==> src/rtl/bist_march_ctrl.sv <==
// March C- memory BIST controller.
// Reports each newly faulty repair block once; flags overflow past the spare count.
module bist_march_ctrl #(
    parameter int ADDR_W          = 16,
    parameter int BLOCK_W         = 7,
    parameter int MAX_FAULT_BLOCK = 25,
    parameter int RD_LATENCY      = 1
) (
    input  logic        CLK,
    input  logic        RST,
    input  logic        START,
    output logic        BIST_EN,
    output logic        BIST_PASS,
    output logic [15:0] NEED_REPAIR_ADDR,
    output logic        BIST_DONE,
    output logic        BIST_FAIL,
    output logic [4:0]  FAULT_COUNT,
    output logic [15:0] MEM_ADDR,
    output logic        MEM_CE,
    output logic        MEM_CSB,
    output logic        MEM_WEB,
    output logic        MEM_OEB,
    output logic [7:0]  MEM_IDATA,
    input  logic [7:0]  MEM_RDATA
);

    localparam int NB = 1 << (ADDR_W - BLOCK_W);
    localparam int WL = (RD_LATENCY > 1) ? RD_LATENCY - 2 : 0;
    localparam logic [1:0] WAIT_LAST = 2'(WL);
    localparam logic [4:0] CNT_MAX = 5'(MAX_FAULT_BLOCK);
    localparam logic [ADDR_W-1:0] A_ONE = ADDR_W'(1);
    localparam logic [ADDR_W-1:0] A_MAX = '1;

    typedef enum logic [2:0] {
        S_IDLE, S_INIT, S_WR, S_RD, S_WAIT, S_CMP, S_DONE
    } state_t;

    state_t              state, nxt_state;
    logic [2:0]          elem, nxt_elem;
    logic [ADDR_W-1:0]   addr, nxt_addr;
    logic [1:0]          wcnt;
    logic [NB-1:0]       bitmap;
    logic                down;
    logic [ADDR_W-1:0]   last_addr;
    logic [7:0]          exp_rd;
    logic [7:0]          nxt_wdata;
    logic [ADDR_W-BLOCK_W-1:0] blk;

    // M3/M4 walk downwards; reads expect the previous element's write value
    assign down      = (elem == 3'd3) || (elem == 3'd4);
    assign last_addr = down ? '0 : A_MAX;
    assign exp_rd    = (elem == 3'd2 || elem == 3'd4) ? 8'hFF : 8'h00;
    assign nxt_wdata = (nxt_elem == 3'd1 || nxt_elem == 3'd3) ? 8'hFF : 8'h00;
    assign blk       = addr[ADDR_W-1:BLOCK_W];

    always_comb begin
        nxt_state = state;
        nxt_elem  = elem;
        nxt_addr  = addr;
        case (state)
            S_IDLE, S_DONE: begin
                if (START)
                    nxt_state = S_INIT;
            end
            S_INIT: begin
                nxt_state = S_WR;
                nxt_elem  = 3'd0;
                nxt_addr  = '0;
            end
            S_WR: begin
                if (addr == A_MAX) begin
                    nxt_state = S_RD;
                    nxt_elem  = 3'd1;
                    nxt_addr  = '0;
                end else begin
                    nxt_addr = addr + A_ONE;
                end
            end
            S_RD: begin
                nxt_state = (RD_LATENCY > 1) ? S_WAIT : S_CMP;
            end
            S_WAIT: begin
                if (wcnt == WAIT_LAST)
                    nxt_state = S_CMP;
            end
            S_CMP: begin
                if (addr == last_addr) begin
                    if (elem == 3'd5) begin
                        nxt_state = S_DONE;
                    end else begin
                        nxt_state = S_RD;
                        nxt_elem  = elem + 3'd1;
                        nxt_addr  = (elem == 3'd2 || elem == 3'd3) ? A_MAX : '0;
                    end
                end else begin
                    nxt_state = S_RD;
                    nxt_addr  = down ? addr - A_ONE : addr + A_ONE;
                end
            end
            default: nxt_state = S_IDLE;
        endcase
    end

    always_ff @(posedge CLK) begin
        if (RST) begin
            state            <= S_IDLE;
            elem             <= '0;
            addr             <= '0;
            wcnt             <= '0;
            bitmap           <= '0;
            BIST_EN          <= 1'b0;
            BIST_PASS        <= 1'b0;
            NEED_REPAIR_ADDR <= '0;
            BIST_DONE        <= 1'b0;
            BIST_FAIL        <= 1'b0;
            FAULT_COUNT      <= '0;
            MEM_ADDR         <= '0;
            MEM_CE           <= 1'b0;
            MEM_CSB          <= 1'b1;
            MEM_WEB          <= 1'b1;
            MEM_OEB          <= 1'b1;
            MEM_IDATA        <= '0;
        end else begin
            state     <= nxt_state;
            elem      <= nxt_elem;
            addr      <= nxt_addr;
            wcnt      <= (state == S_WAIT) ? wcnt + 2'd1 : 2'd0;
            BIST_EN   <= !(nxt_state == S_IDLE || nxt_state == S_DONE);
            BIST_DONE <= (nxt_state == S_DONE);
            BIST_PASS <= 1'b0;
            MEM_ADDR  <= 16'(nxt_addr);
            MEM_CE    <= 1'b0;
            MEM_CSB   <= 1'b1;
            MEM_WEB   <= 1'b1;
            MEM_OEB   <= 1'b1;
            case (nxt_state)
                S_WR: begin
                    MEM_CE    <= 1'b1;
                    MEM_CSB   <= 1'b0;
                    MEM_WEB   <= 1'b0;
                    MEM_IDATA <= nxt_wdata;
                end
                S_RD: begin
                    MEM_CE  <= 1'b1;
                    MEM_CSB <= 1'b0;
                    MEM_OEB <= 1'b0;
                end
                S_CMP: begin
                    if (nxt_elem != 3'd5) begin
                        MEM_CE    <= 1'b1;
                        MEM_CSB   <= 1'b0;
                        MEM_WEB   <= 1'b0;
                        MEM_IDATA <= nxt_wdata;
                    end
                end
                default: ;
            endcase
            if (nxt_state == S_INIT) begin
                bitmap      <= '0;
                FAULT_COUNT <= '0;
                BIST_FAIL   <= 1'b0;
            end
            // Reporting never stalls the march; overflow only sets the sticky flag
            if (state == S_CMP && MEM_RDATA != exp_rd && !bitmap[blk]) begin
                if (FAULT_COUNT < CNT_MAX) begin
                    BIST_PASS        <= 1'b1;
                    NEED_REPAIR_ADDR <= 16'(addr);
                    bitmap[blk]      <= 1'b1;
                    FAULT_COUNT      <= FAULT_COUNT + 5'd1;
                end else begin
                    BIST_FAIL <= 1'b1;
                end
            end
        end
    end

endmodule
==> config.mk <==
export PLATFORM = sky130hd
export DESIGN_NAME = bist_march_ctrl
export DESIGN_NICKNAME = d
export VERILOG_FILES = /design/src/rtl/bist_march_ctrl.sv
export SDC_FILE = /design/constraint.sdc
export NUM_CORES = 1
export LEC_CHECK = 0
export CAP_MARGIN = 10
export CORE_MARGIN = 5
export CORE_UTILIZATION = 50
export CTS_CLUSTER_SIZE = 24
export DETAILED_ROUTE_END_ITERATION = 10
export PLACE_DENSITY = 0.63
export SLEW_MARGIN = 20
export SYNTH_ARGS = -nofsm -noshare
export SYNTH_HDL_FRONTEND = slang
export SYNTH_SLANG_ARGS = --single-unit
export TNS_END_PERCENT = 10
==> constraint.sdc <==
create_clock -name CLK -period 9.9 [get_ports CLK]
set_clock_uncertainty 0.2 [all_clocks]
set_input_delay 2.475 -clock CLK [delete_from_list [all_inputs] [get_ports CLK]]
set_output_delay 2.475 -clock CLK [all_outputs]
set_load 0.02 [all_outputs]
==> parameters.txt <==
Parameter                              Value

Global route
  Wire length of the first global-routing pass    107300 µm
  Maximum number of pins on one net before global-route repair    248
  GRT overflow    0
  Global Route Usage Sum    26.28%
  Initial antenna violation count    0
  Number of global-route vias before repair    18420

Synth
  Post-Synthesis Cell Area    23470 µm²
  Number of warnings reported in the yosys synthesis log    0
  Number of distinct library cells after synthesis    65
  Predominant post-synthesis flop cell    dfxtp_1
  Dominant cell type by area after synthesis    dfxtp_1
  Post-synth EDFFs    0
  Ranking of synthesized cells by area    dfxtp_1, o21ai_0, mux4_2
  Cells after synthesis    2633
  Post-synthesis sequential element count    about 570
  Nets in the synthesized netlist    2654
  Sequential fraction of the synthesis area    48.27%
  Area share of the largest cell type after synthesis    48.27%
  Ys async rst share    0%
  Synthesized area per cell    roughly 8.9 µm²

Power and ir drop
  Switching Fraction    21.94%
  IR drop worst, VDD    between 100 and 150 µV
  Relative contribution of the clock network to total power    46.9%
  Reg power frac    50.2%
  Logic gate share of total power    roughly 2.9%
  Power, Total    0.004553 W
  Total net switching power    approximately 0.0010 W
  Cell-internal power    0.003554 W
  Power density over cell area    about 170 nW/µm²
  Leakage power    8.443 nW

Timing
  Final TNS setup    0 ns
  Final worst-path cycle share    66.78%
  Worst hold margin    0.2348 ns
  Number of hold violations in the final report    0
  Final critical-path setup slack    between 3 and 4 ns
  Crit path time final    6.612 ns
  Achievable Freq    about 150 MHz
  Number of pins exceeding their max-slew limit in the final report    0
  # setup viols final    0
  Unrepaired setup endpoints after global routing    no
  Measured slew at the worst slew-check pin    about 1.3 ns
  Worst rel slew slack    16.38%

Routing
  First-pass iteration count of the detailed router    8
  Number of routed nets with antenna violations    0
  Routed wire length    between 60000 and 70000 µm
  Detailed Route Iter0 Violations    2241
  DRC violations left    0
  Vias after detailed routing    19440
  Routed WL per cell    between 20 and 25 µm
  Vias per std cell    6.091

Clock tree
  PostCTS Resize Cnt    0
  Clock slew at reported path FFs    0.06 ns
  CTS tree    done
  Setup bufs post-CTS    0
  CTS Sinks    566
  Number of buffers created by CTS    57
  H-tree lvl count    2
  Hold bufs inserted after CTS    0
  Clock latency reported for the late side of the worst-skew pair    0.61 ns
  CTS Root Cell    clkbuf_16
  CTS max path bufs    3

Placement
  HPWL reported at the end of detailed placement    40690 µm
  Number of port buffers    63
  Placement Setup Slack    2.725 ns
  Placer Congestion    ~0.87
  Cell count after placement    3095

Floorplan
  Chip Width    ~230 µm
  Die area    51380 µm²
  Die Y    around 230 µm
  Top-level I/O count    64
  Number of placement rows    79
  Starting Density    about half
  Core footprint    approximately 46000 µm²

Setup path
  Worst-path maximum fanout    22
  Worst Setup End Kind    register
  Signal arrival time at the worst endpoint    6.93 ns
  Required arrival time at the worst endpoint    10.22 ns
  Startpoint class of the critical path    primary input
  Category of the critical setup timing path    in -> reg

Finish
  Final net count    2568
  Non-Filler Instances    ~3200
  Layout cell share with drive strength beyond 1    9.826%
  Area Growth Syn to Fin    11.03%
  Antenna diode instance count    0

Flow run
  Max-cap violation count    0

Hold path
  Class of the worst hold path    reg -> reg

Run status
  Run status    finished clean
==> state kept, by name, indices dropped and copies added (netlist names), 2 cells and up <==
register / count
NEED_REPAIR_ADDR: 16
addr: 16
wcnt: 2
state: 3
bitmap: 512
FAULT_COUNT: 5
elem: 3
==> layout by cell type, fill, tap and decap left out, types with 4 or more instances in the layout <==
master / netlist / final
inv_1: 12 / 12
buf_4: 12 / 39
clkbuf_16: 0 / 58
or4_1: 20 / 20
dfxtp_1: 566 / 561
nor2_1: 64 / 64
clkinv_2: 0 / 10
a22oi_1: 49 / 49
nor4_1: 16 / 16
nor3_1: 27 / 26
nand2_1: 578 / 578
a21oi_1: 111 / 111
and3_1: 4 / 4
o22ai_1: 7 / 7
nand3_1: 58 / 58
mux2i_1: 75 / 75
a21o_1: 4 / 4
mux4_2: 101 / 101
ha_1: 10 / 10
and2_1: 7 / 7
o21ai_0: 529 / 529
clkbuf_1: 188 / 10
nor3b_1: 4 / 4
or3_1: 11 / 11
a31oi_1: 4 / 4
clkdlybuf4s50_1: 0 / 62
nor2b_1: 16 / 13
nand2b_1: 10 / 10
xor2_1: 5 / 5
nand4_1: 35 / 35
xnor2_1: 10 / 10
o211ai_1: 4 / 4
clkbuf_8: 0 / 14
a22o_1: 6 / 6
mux2_2: 4 / 4
==> worst paths after layout <==
check,start,end,slack (ns),cells after the start
setup reg to reg,addr[8]$_SDFFE_PP0P_,bitmap[175]$_SDFF_PP0_,3.35,11
hold reg to reg,wcnt[0]$_SDFF_PP0_,wcnt[0]$_SDFF_PP0_,0.23,1
setup / recovery,MEM_RDATA[5],bitmap[175]$_SDFF_PP0_,3.29,12
hold / removal,wcnt[0]$_SDFF_PP0_,wcnt[0]$_SDFF_PP0_,0.23,1
==> per-layer routing <==
metal / routed length, µm / GRT usage, % / share of wire (%)
met5: 0 / 0 / 0
met4: 2288 / 9.101 / 3.3
met3: 5378 / 3.962 / 7.8
met2: 31440 / 42.04 / 46
met1: 29640 / 36.67 / 43
==> cell usage after synthesis (16+ instances only) <==
library cell	count
or4_1	20
mux4_2	101
nor2_1	64
clkbuf_1	188
nand4_1	35
buf_2	28
mux2i_1	75
nor2b_1	16
nor4_1	16
a21oi_1	111
o21ai_0	529
nand3_1	58
nor3_1	27
nand2_1	578
a22oi_1	49
dfxtp_1	566
==> layout make-up <==
class                      count  area (µm²)
fill                        4194       20390
clock buffer                  82        1682
inverter                      14       52.55
multi-input combinational   1804       11090
clock inverter                15       163.9
timing repair buffer         104       973.4
sequential                   566       11340
tap                          607       759.5
==> worst max-delay path: stages <==
cell             delay, ns
clkdlybuf4s50_1       0.43
nand4_1               0.09
nor3_1                0.05
a31oi_1               0.20
nand3_1               0.14
nor4_1                0.39
nand4_1               0.27
nor4b_4               0.93
buf_4                 0.40
nand4_1               0.80
buf_4                 0.55
o21ai_0               0.18
==> power groups by stage <==
stage / Sequential (W) / Combinational, W / Clock, W
after floorplan: 0.00234 / 0.0000915 / 0
after global placement: 0.00234 / 0.000129 / 0
after detailed placement: 0.00234 / 0.000129 / 0
after CTS: 0.00229 / 0.000130 / 0.00216
after global routing: 0.00228 / 0.000142 / 0.00225
final: 0.00229 / 0.000133 / 0.00213
==> cell families after synthesis <==
logic type / synth area share (%)
adder cells (fa/ha/maj): 0.5330
AO/OA/AOI/OAI: 16.92
XOR/XNOR: 0.5596
AND/OR/NAND/NOR: 15.92
flip-flops: 48.27
multiplexers: 13.08
buffers and inverters: 4.712
==> through the flow <==
stage / area (µm²) / util (%)
final: 26060 / 56.10
after CTS: 26060 / 56.09
after detailed placement: 24210 / 52.11
after floorplan: 23470 / -
after global routing: 26060 / 56.10
after global placement: 24210 / 52.11
No activity file was read; power rests on OpenSTA's default activity.
